**src/rtl/display_pkg.sv**
```systemverilog
// Shared definitions for the scanning display: word/digit geometry and
// the state encodings used by the display ownership arbiter.
package display_pkg;

    localparam int DISP_DATA_W = 32;
    localparam int DISP_DIGITS = 8;

    localparam logic [1:0] ST_IDLE       = 2'd0;
    localparam logic [1:0] ST_HOLD       = 2'd1;
    localparam logic [1:0] ST_WAIT_FRAME = 2'd2;

    typedef enum logic [1:0] {
        IDLE       = ST_IDLE,
        HOLD       = ST_HOLD,
        WAIT_FRAME = ST_WAIT_FRAME
    } arb_state_t;

endpackage

```
**src/rtl/rr_select.sv**
```systemverilog
// Combinational rotating-priority picker: returns the first set request
// found when searching upward from (base+1) mod N, wrapping through base.
module rr_select #(
    parameter int N = 4
) (
    input  logic [N-1:0]         req,
    input  logic [$clog2(N)-1:0] base,
    output logic [$clog2(N)-1:0] idx,
    output logic                 found
);

    localparam int IDX_W = $clog2(N);

    int               c;
    logic [IDX_W-1:0] cand;

    always_comb begin
        // NOTE: every output gets a default before the loop so no path leaves
        // it unassigned, which would otherwise infer a latch.
        idx   = '0;
        found = 1'b0;
        c     = 0;
        cand  = '0;
        // Walk from the lowest priority (base itself) up to base+1 so the
        // last hit, i.e. the highest priority one, is what remains.
        for (int off = N; off >= 1; off--) begin
            c    = (int'(base) + off) % N;
            cand = IDX_W'(c);
            if (req[cand]) begin
                idx   = cand;
                found = 1'b1;
            end
        end
    end

endmodule

```
**src/rtl/display_share_arbiter.sv**
```systemverilog
// Round-robin owner of the shared 8-digit display; owners keep the screen
// for at least HOLD_CYCLES and only change hands on a scan-frame boundary.
module display_share_arbiter
    import display_pkg::*;
#(
    parameter int NUM_REQ     = 4,
    parameter int DATA_W      = DISP_DATA_W,
    parameter int HOLD_CYCLES = 50000000
) (
    input  logic                       clk,
    input  logic                       rst,
    input  logic [NUM_REQ-1:0]         req,
    input  logic [NUM_REQ*DATA_W-1:0]  data_in,
    input  logic                       frame_done,
    output logic [NUM_REQ-1:0]         gnt,
    output logic [$clog2(NUM_REQ)-1:0] disp_owner,
    output logic [DATA_W-1:0]          disp_data,
    output logic                       disp_valid
);

    localparam int IDX_W = $clog2(NUM_REQ);
    localparam int CNT_W = $clog2(HOLD_CYCLES + 1);
    localparam logic [CNT_W-1:0]   RELOAD   = CNT_W'(HOLD_CYCLES - 1);
    localparam logic [IDX_W-1:0]   LAST_IDX = IDX_W'(NUM_REQ - 1);
    localparam logic [NUM_REQ-1:0] ONE_HOT0 = NUM_REQ'(1);

    arb_state_t       state;
    logic [CNT_W-1:0] hold_cnt;
    logic [IDX_W-1:0] last_owner;
    logic [IDX_W-1:0] base;
    logic [IDX_W-1:0] pick;
    logic             found;
    logic [DATA_W-1:0] words [NUM_REQ];

    always_comb begin
        for (int i = 0; i < NUM_REQ; i++) begin
            words[i] = data_in[i*DATA_W +: DATA_W];
        end
    end

    // From idle the rotation continues after whoever last held the screen.
    assign base = (state == IDLE) ? last_owner : disp_owner;

    rr_select #(
        .N (NUM_REQ)
    ) u_rr_select (
        .req   (req),
        .base  (base),
        .idx   (pick),
        .found (found)
    );

    // NOTE: all state here is updated with non-blocking assignments so every
    // register samples pre-edge values regardless of statement order.
    always_ff @(posedge clk or negedge rst) begin
        if (!rst) begin
            state      <= IDLE;
            gnt        <= '0;
            disp_valid <= 1'b0;
            disp_data  <= '0;
            disp_owner <= '0;
            hold_cnt   <= '0;
            last_owner <= LAST_IDX;
        end else begin
            case (state)
                IDLE: begin
                    if (found) begin
                        gnt        <= ONE_HOT0 << pick;
                        disp_owner <= pick;
                        disp_valid <= 1'b1;
                        disp_data  <= words[pick];
                        hold_cnt   <= RELOAD;
                        state      <= HOLD;
                    end
                end

                HOLD: begin
                    disp_data <= words[disp_owner];
                    if (hold_cnt == '0) begin
                        state <= WAIT_FRAME;
                    end else begin
                        hold_cnt <= hold_cnt - 1'b1;
                    end
                end

                WAIT_FRAME: begin
                    if (!frame_done) begin
                        disp_data <= words[disp_owner];
                    end else if (found) begin
                        // Covers both a hand-over and the owner re-granting itself.
                        gnt        <= ONE_HOT0 << pick;
                        disp_owner <= pick;
                        disp_data  <= words[pick];
                        hold_cnt   <= RELOAD;
                        state      <= HOLD;
                    end else begin
                        gnt        <= '0;
                        disp_valid <= 1'b0;
                        last_owner <= disp_owner;
                        state      <= IDLE;
                    end
                end

                default: begin
                    state <= IDLE;
                end
            endcase
        end
    end

endmodule
```
**config.mk**
```make
export PLATFORM = sky130hd
export DESIGN_NAME = display_share_arbiter
export DESIGN_NICKNAME = d
export VERILOG_FILES = /design/src/rtl/display_pkg.sv /design/src/rtl/rr_select.sv /design/src/rtl/display_share_arbiter.sv
export SDC_FILE = /design/constraint.sdc
export NUM_CORES = 1
export LEC_CHECK = 0
export ABC_AREA = 1
export CAP_MARGIN = 20
export CORE_ASPECT_RATIO = 1.5
export CORE_MARGIN = 3
export CORE_UTILIZATION = 55
export DETAILED_ROUTE_END_ITERATION = 8
export PLACE_DENSITY = 0.87
export SYNTH_ARGS = -nofsm -noshare
export SYNTH_HDL_FRONTEND = slang
export SYNTH_SLANG_ARGS = --single-unit
```
**constraint.sdc**
```tcl
create_clock -name clk -period 6.97 [get_ports clk]
set_input_delay 1.7425 -clock clk [delete_from_list [all_inputs] [get_ports clk]]
set_output_delay 1.7425 -clock clk [all_outputs]
set_load 0.01 [all_outputs]
```
==> results of run 1 <==
-- flip-flops by register name, summed over array words and instances (netlist names) --
register	count
disp_owner	2
gnt	4
disp_valid	1
disp_data	32
state	2
hold_cnt	26
last_owner	2
-- per-layer routing --
layer,global-route usage,wire [µm],up-vias
met5,0,0,-
li1,-,-,4232
met2,0.548,11700,457
met1,0.391,8960,3893
met4,0.170,1010,0
met3,0.0577,2060,87
-- critical path, cell delays in order --
cell and delay, ps:
clkdlybuf4s50_1 480, inv_1 70, nand4_1 100, buf_4 520
inv_1 410, o21ai_0 250, nand3_1 420, inv_2 570
o21ai_0 180, o21ai_0 110
-- power groups by stage --
stage,clock (mW),combinational (mW),sequential [mW]
floorplan,0,2.90,0.764
global placement,0,3.72,0.749
detailed placement,0,3.78,0.746
CTS,0.452,3.80,0.745
global route,0.472,4.37,0.768
finish,0.453,3.88,0.751
-- metrics by stage --
stage          std cells   util  power (mW)  hold slack, ps
6_report            1529  0.717        5.08             506
3_5_place_dp        1512  0.692        4.53             497
4_1_cts             1528  0.715        5.00             509
2_1_floorplan       1248      -        3.66             483
3_3_place_gp        1512  0.692        4.46             478
5_1_grt             1529  0.717        5.61             535
-- final cells by class --
class | instances | area, µm² | area share
clock buffers | 11 | 233 | 0.0258
clock inverters | 5 | 52.6 | 0.00583
inverters | 180 | 676 | 0.0749
multi-input cells | 921 | 4280 | 0.474
flip-flops and latches | 69 | 1730 | 0.192
well taps | 156 | 195 | 0.0216
repair buffers | 187 | 1850 | 0.205
-- cell usage in the layout (no fill, tap or decap), types with 2 or more instances in the layout --
cell	instances
clkbuf_16	9
dfrtp_1	66
nand3_1	128
o21ai_0	100
xor2_1	7
clkbuf_1	2
nor3_1	3
a21oi_1	115
inv_2	4
clkinv_2	3
clkdlybuf4s50_1	172
a31oi_1	32
nand2_4	2
or2_2	6
nand2_1	361
xnor2_1	5
nor2_1	113
nand2_2	6
inv_1	174
nand4_1	6
ha_1	6
nand3_2	4
dfstp_2	2
nor4_1	5
o31ai_1	15
buf_4	13
clkinv_1	2
-- worst paths after layout --
path,start,endpoint,slack (ps),cells past startpoint
worst max-delay path,req[3],hold_cnt[22]$_DFFE_PN0P_,2320,10
worst min-delay path,last_owner[0]$_DFFE_PN1P_,last_owner[0]$_DFFE_PN1P_,510,2
max in group asynchronous,rst,disp_owner[0]$_DFFE_PN0P_,4660,2
worst max register to register,disp_owner[1]$_DFFE_PN0P_,disp_data[20]$_DFFE_PN0N_,2810,19
worst min register to register,last_owner[0]$_DFFE_PN1P_,last_owner[0]$_DFFE_PN1P_,510,2
min in group asynchronous,rst,disp_data[27]$_DFFE_PN0N_,1600,2
-- cell families after synthesis --
logic type | share of synthesized area
simple gates | 0.372
compound gates | 0.202
buf+inv | 0.157
flops | 0.244
xor+xnor | 0.0148
fa+ha+maj | 0.0106
==> results.py, run 1 <==
metrics = {
    "drt": {
        "drc": 0,
        "via_per_inst": 5.67,
        "drtIter0Drc": 808,
        "ant_nets": 0,
        "wl_per_cell_um": 15.5,
        "drt-pass1-iter-count": 7,
        "wl_mm": 23.7,
        "vias": 8669,
    },
    "pwr": {
        "switching_power_mw": 2.87,
        "swShare": 0.565,
        "internal-power_mw": 2.21,
        "p_clk_frac": 0.089,
        "worst_ir_drop_vdd_v": 0.000577,
        "power_density_nw_per_um2": 564,
        "power_frac_comb": 0.763,
        "power_frac_seq": 0.148,
        "total_leakage_power_nw": 4.62,
    },
    "logic_synthesis": {
        "netlist_top_cells_area": "dfrtp_1 24%, nand2_1 19%, inv_1 9.2%",
        "yosysTopAreaCellShare": 0.236,
        "ys_types": 32,
        "synth_enable_flop_cells": 0,
        "yosysMostFrequentCell": "nand2_1",
        "synth-seq-cells": 69,
        "async_reset_ff_frac": 1.00,
        "synth_fp_nets": 1389,
        "ys.flop_type": "dfrtp_1",
        "syn_inst": 1248,
        "syn_area_per_cell_um2": 5.69,
        "post_synth_instance_area_um2": 7100,
        "synth_top_area_cell": "dfrtp_1",
        "yosys_warnings": 0,
        "synthTopCellsByCount": "361 x nand2_1, 174 x inv_1, 130 x nand3_1",
        "ys_seq_area_frac": 0.244,
    },
    "cts": {
        "clk_latency_ps": 340,
        "root_buffer": "clkbuf_16",
        "cts_resized": 0,
        "cts.clk_slew.worst_paths_ps": 60,
        "cts.sinks": 69,
        "ctsHoldBuffers": 0,
        "cts_tree": "yes",
        "htree_levels": 3,
        "post_cts_buffers": 0,
        "numCtsBuffers": 9,
        "clockBufferDepth": 2,
    },
    "timing": {
        "period_needed_ps": 4650,
        "worst_slack_ps": 2320,
        "hold_violations": 0,
        "slew_violations": 0,
        "relSlewSlack": 0.353,
        "tns_ps": 0,
        "post-route-period-util": 0.667,
        "rsz0062_at_grt": "false",
        "fmax_ghz": 0.215,
        "worst_pin_slew_ps": 970,
        "finalSetupViolCount": 0,
        "skew_ps": 8.56,
    },
    "global_routing": {
        "grt_pass1_vias": 8348,
        "grt_pass1_wl_mm": 38.8,
        "antenna_found_initial": 0,
        "grt_max_degree": 129,
        "grt_util_all_layers": 0.326,
        "grt-ovfl-total": 0,
    },
    "floorplanning": {
        "initial_core_util": 0.564,
        "rows": 50,
        "fp.dieW_um": 98.7,
        "io_pins": 174,
        "dieArea_um2": 14300,
        "die_h_um": 145,
        "core_um2": 12600,
    },
    "worst_setup_path": {
        "worstPathArrival_ps": 4900,
        "crit_required_ps": 7220,
        "start_kind": "input port",
        "cp-end-kind": "flip-flop",
        "critPathKind": "input port to flip-flop",
        "crit_fanout": 57,
    },
    "layout": {
        "fill_cells": 1107,
        "drive_gt1_frac": 0.0422,
        "antenna_cells": 0,
        "layout.nets": 1509,
        "area_growth_pct": 27.0,
        "stdcell_area_um2": 9020,
    },
    "place": {
        "port_buffers": 173,
        "place_area_um2": 8700,
        "finalWeightedCongestion": 0.918,
        "dpl.hpwl_mm": 15.6,
        "place_ws_ps": 2060,
    },
    "worst_hold_path": {
        "hp-class": "flip-flop to flip-flop",
    },
    "job": {
        "cap_viol_max_count": 0,
    },
    "run_status": {
        "status": "finished clean",
    },
}
Power figures use the tool's default switching activity.
==> inputs of run 2 (changes only) <==
--- a/config.mk
+++ b/config.mk
@@ -9,9 +9,9 @@
 export CAP_MARGIN = 20
 export CORE_ASPECT_RATIO = 1.5
 export CORE_MARGIN = 3
-export CORE_UTILIZATION = 55
+export CORE_UTILIZATION = 51
 export DETAILED_ROUTE_END_ITERATION = 8
-export PLACE_DENSITY = 0.87
+export PLACE_DENSITY = 0.81
 export SYNTH_ARGS = -nofsm -noshare
 export SYNTH_HDL_FRONTEND = slang
 export SYNTH_SLANG_ARGS = --single-unit
==> constraint.sdc (replaced) <==
create_clock -name clk -period 4.64 [get_ports clk]
set_input_delay 1.16 -clock clk [delete_from_list [all_inputs] [get_ports clk]]
set_output_delay 1.16 -clock clk [all_outputs]
set_load 0.01 [all_outputs]
==> run 2 against run 1 <==
  * First-iteration DRC count decreased by 10%
  * Final cell count increased by 0.72%
  * Sequential share of layout area decreased by 0.13 points
  * Clock skew increased by 2.7 ps
==> results.py, run 2 (synthesis results as in run 1) <==
metrics = {
    "timing": {
        "hold_violations": 0,
        "relSlewSlack": 0.367,
        "post-route-period-util": 0.695,
        "finalSetupViolCount": 0,
        "tns_ps": 0,
        "period_needed_ps": 3220,
        "worst_pin_slew_ps": 950,
        "slew_violations": 0,
        "fmax_ghz": 0.310,
        "skew_ps": 11.3,
        "rsz0062_at_grt": "false",
    },
    "worst_setup_path": {
        "cp_num_buf_inv": 4,
        "cp_top_family": "buffers and inverters",
        "start_kind": "input port",
        "crit_path_max_incr_delay_ps": 590,
        "r2r-start": "state[0]$_DFFE_PN0P_",
        "worstPathArrival_ps": 3450,
        "crit_fanout": 64,
        "cp_num_cells": 16,
        "crit_top_cell": "nand2_1",
        "reg2regPathDepth": 19,
        "crit_path_start": "req[2]",
        "crit_chain": "clkdlybuf4s50_1, inv_1, nand3_1, nand3_1, nand2_1, inv_1, nand2_1, nand3_2, buf_4, nand3_1, nand2_1, nand2_1, nand2_1, nand2_1, nand2_1, a21oi_1",
        "slowest_stage": "buf_4",
        "critPathKind": "input port to flip-flop",
        "crit_required_ps": 4870,
        "cp-end-kind": "flip-flop",
    },
    "layout": {
        "final_common_cell": "nand2_1",
        "reg_top3": "disp_data: 32 flops, hold_cnt: 26 flops, gnt: 4 flops",
        "utilization": 0.671,
        "drive_gt1_frac": 0.0457,
        "antenna_cells": 0,
        "area_growth_pct": 27.9,
        "largest_register_ffs": 32,
        "regMostFlops": "disp_data",
        "layout.nets": 1514,
        "layout_common_cells": "361 x nand2_1, 174 x inv_1, 172 x clkdlybuf4s50_1",
    },
    "drt": {
        "met3_length_mm": 2.27,
        "drt-pass1-iter-count": 6,
        "maxUsedRoutingLayer": "met5",
        "wl_met2_mm": 11.9,
        "drc": 0,
        "via_per_inst": 5.69,
        "wl_mm": 24.4,
        "drtIter0Drc": 727,
        "wl_per_cell_um": 15.8,
        "vias": 8760,
        "wl_met1_mm": 9.14,
        "ant_nets": 0,
    },
    "pwr": {
        "total_leakage_power_nw": 4.66,
        "worst_ir_drop_vdd_v": 0.000828,
        "power_density_nw_per_um2": 855,
    },
    "cts": {
        "htree_levels": 3,
        "post_cts_buffers": 0,
        "ctsHoldBuffers": 0,
        "numCtsBuffers": 9,
        "clockBufferDepth": 2,
        "cts_tree": "yes",
        "cts.sinks": 69,
        "root_buffer": "clkbuf_16",
        "cts_resized": 0,
        "clk_latency_ps": 350,
        "cts.clk_slew.worst_paths_ps": 60,
    },
    "worst_hold_path": {
        "hp-class": "flip-flop to flip-flop",
        "hold_path_depth": 2,
        "hold_start": "gnt[3]$_DFFE_PN0P_",
    },
    "floorplanning": {
        "initial_core_util": 0.524,
        "rows": 52,
        "io_pins": 174,
        "fp.dieW_um": 102,
        "core_um2": 13500,
        "dieArea_um2": 15400,
        "die_h_um": 150,
    },
    "global_routing": {
        "grt_pass1_wl_mm": 38.7,
        "grt_max_degree": 108,
        "antenna_found_initial": 1,
        "grt_util_all_layers": 0.316,
        "grt_pass1_vias": 8124,
        "grt-ovfl-total": 0,
    },
    "job": {
        "cap_viol_max_count": 0,
    },
    "place": {
        "finalWeightedCongestion": 0.928,
        "dpl.hpwl_mm": 16.3,
        "port_buffers": 173,
    },
    "run_status": {
        "status": "finished clean",
    },
}
[run 2: worst paths after layout]
check,to,slack [ps]
min in group asynchronous,disp_data[9]$_DFFE_PN0N_,930
worst max-delay path,disp_data[0]$_DFFE_PN0N_,1420
worst min-delay path,gnt[3]$_DFFE_PN0P_,490
max in group asynchronous,disp_owner[0]$_DFFE_PN0P_,2860
worst min register to register,gnt[3]$_DFFE_PN0P_,490
worst max register to register,disp_data[0]$_DFFE_PN0N_,1540
[run 2: metal layers]
metal / track usage / vias up
met3: 0.0575 / 82
met2: 0.527 / 478
met5: 0 / -
met1: 0.378 / 3954
met4: 0.177 / 2
li1: - / 4244
[run 2: worst min-delay path, stage by stage (launching register included)]
cell and delay, ps:
dfrtp_1 350, nand2_1 50, o31ai_1 50
[run 2: report_power, final]
part | internal [mW] | switching [mW]
Combinational | 2.02 | 3.80
Clock | 0.479 | 0.307
Sequential | 0.907 | 0.250
[run 2: layout make-up]
class	instances	area (µm²)
multi-input combinational	921	4270
inverter	180	676
tap	162	203
sequential	69	1730
clock inverter	7	104
clock buffer	9	225
fill	1288	4450
timing repair buffer	192	1870
[run 2: through the flow]
stage | instances | cell area (µm²) | hold WS, ps | power [mW] | worst slack (ps)
finish | 1540 | 9080 | 494 | 7.76 | 1420
detailed placement | 1523 | 8740 | 482 | 6.83 | 1030
global placement | 1523 | 8740 | 479 | 6.74 | 1090
global route | 1540 | 9080 | 538 | 8.53 | 1130
CTS | 1539 | 9070 | 499 | 7.64 | 1380
floorplan | 1248 | 7100 | 483 | 5.50 | 2200
==> inputs of run 3 (changes only) <==
==> constraint.sdc (replaced) <==
create_clock -name clk -period 3.1 [get_ports clk]
set_input_delay 0.775 -clock clk [delete_from_list [all_inputs] [get_ports clk]]
set_output_delay 0.775 -clock clk [all_outputs]
set_load 0.01 [all_outputs]
==> run 3 against run 2 <==
  * Total power increased by 55%
  * Global-route usage about the same
  * Register-to-register slack got worse by 1200 ps
  * Sequential power increased by 46%
  * Routed wire length decreased by 0.75%
  * Flip-flop and latch count unchanged
  * Largest power group unchanged
==> results.py, run 3 (synthesis results as in run 1) <==
metrics = {
    "place": {
        "port_buffers": 173,
        "finalWeightedCongestion": 0.952,
        "place_ws_ps": 311,
        "place_area_um2": 8890,
        "dpl.hpwl_mm": 16.3,
    },
    "cts": {
        "numCtsBuffers": 9,
        "ctsHoldBuffers": 0,
        "cts.sinks": 69,
        "htree_levels": 3,
        "cts_tree": "yes",
        "cts.clk_slew.worst_paths_ps": 60,
        "cts_resized": 0,
        "root_buffer": "clkbuf_16",
        "clockBufferDepth": 2,
        "clk_latency_ps": 340,
        "post_cts_buffers": 0,
    },
    "layout": {
        "layout.nets": 1520,
        "largest_register_ffs": 32,
        "regMostFlops": "disp_data",
        "drive_gt1_frac": 0.0499,
        "area_growth_pct": 29.9,
        "utilization": 0.681,
        "antenna_cells": 0,
        "layout_common_cells": "361 x nand2_1, 174 x inv_1, 172 x clkdlybuf4s50_1",
        "reg_top3": "disp_data: 32 flops, hold_cnt: 26 flops, gnt: 4 flops",
        "final_common_cell": "nand2_1",
        "stdcell_area_um2": 9220,
    },
    "global_routing": {
        "grt_util_all_layers": 0.316,
        "grt_pass1_vias": 8157,
        "grt_pass1_wl_mm": 38.9,
        "grt-ovfl-total": 0,
        "antenna_found_initial": 0,
        "grt_max_degree": 88,
    },
    "floorplanning": {
        "fp.dieW_um": 102,
        "dieArea_um2": 15400,
        "die_h_um": 150,
        "initial_core_util": 0.524,
        "rows": 52,
        "io_pins": 174,
        "core_um2": 13500,
    },
    "drt": {
        "vias": 8687,
        "drtIter0Drc": 756,
        "via_per_inst": 5.62,
        "wl_per_cell_um": 15.6,
        "wl_mm": 24.2,
        "drt-pass1-iter-count": 5,
        "drc": 0,
        "ant_nets": 0,
    },
    "timing": {
        "fmax_ghz": 0.365,
        "skew_ps": 9.56,
        "worst_slack_ps": 361,
        "relSlewSlack": 0.487,
        "finalSetupViolCount": 0,
        "period_needed_ps": 2740,
        "slew_violations": 0,
        "whs_ps": 443,
        "post-route-period-util": 0.883,
        "worst_pin_slew_ps": 770,
        "hold_violations": 0,
        "tns_ps": 0,
        "rsz0062_at_grt": "false",
    },
    "pwr": {
        "total_leakage_power_nw": 4.73,
        "worst_ir_drop_vdd_v": 0.00107,
        "power_density_nw_per_um2": 1300,
    },
    "worst_hold_path": {
        "hp-class": "input port to asynchronous set/reset pin",
    },
    "worst_setup_path": {
        "crit_fanout": 64,
        "worstPathArrival_ps": 2950,
        "cp-end-kind": "flip-flop",
        "crit_required_ps": 3320,
        "start_kind": "flip-flop",
        "critPathKind": "flip-flop to flip-flop",
    },
    "run_status": {
        "status": "finished clean",
    },
    "job": {
        "cap_viol_max_count": 0,
    },
}
-- run 3: cell types whose count changed in the layout (fill, tap and decap cells not counted), sizes merged --
cell  before  now
buf       20   26
-- run 3: area by class of cell --
type                            count  area [µm²]
Fill cell                        1219        4310
Multi-Input combinational cell    921        4270
Timing Repair Buffer              198        2010
Sequential cell                    69        1730
Inverter                          180         676
Clock buffer                        9         225
Tap cell                          162         203
Clock inverter                      7         104
-- run 3: worst max-delay path, stage by stage, from the launching register on --
cell and delay (ps):
dfrtp_1 420, inv_1 90, ha_1 290, inv_2 180, nand2_1 100, nand2_2 150
nand2_1 80, nand2_1 130, nand2_1 80, nand2_2 90, nand2_2 70, nand3_2 100
buf_12 300, nand3_1 110, nand2_1 80, nand2_1 50, nand2_1 60, nand2_1 40
nand2_1 90, a21oi_1 80
-- run 3: power by group --
group,internal [mW],leakage [nW],total [mW],switching (mW)
logic,3.35,3.75,9.14,5.78
clock network,0.717,0.161,1.17,0.453
registers,1.36,0.818,1.69,0.334
-- run 3: worst paths after layout --
check | start | to | slack (ps) | cells after the start
setup reg to reg | state[0]$_DFFE_PN0P_ | disp_data[1]$_DFFE_PN0N_ | 360 | 19
hold / removal | rst | disp_data[29]$_DFFE_PN0N_ | 440 | 2
setup / recovery | state[0]$_DFFE_PN0P_ | disp_data[1]$_DFFE_PN0N_ | 360 | 19
max in group asynchronous | rst | disp_owner[0]$_DFFE_PN0P_ | 2290 | 2
min in group clk | gnt[1]$_DFFE_PN0P_ | gnt[1]$_DFFE_PN0P_ | 500 | 2
hold reg to reg | gnt[1]$_DFFE_PN0P_ | gnt[1]$_DFFE_PN0P_ | 500 | 2
-- run 3: metrics by stage --
| step | total power, mW | instances |
|---|---|---|
| 3_3_place_gp | 10.5 | 1530 |
| 5_1_grt | 13.2 | 1546 |
| 6_report | 12.0 | 1546 |
| 2_1_floorplan | 8.24 | 1248 |
| 4_1_cts | 11.9 | 1546 |
| 3_5_place_dp | 10.6 | 1530 |
-- run 3: per-layer routing --
metal / GRT usage / wire length (µm) / up-vias
met3: 0.0714 / 2190 / 93
li1: - / - / 4256
met2: 0.536 / 11800 / 447
met1: 0.366 / 9060 / 3891
met4: 0.164 / 1110 / 0
met5: 0 / 0 / -
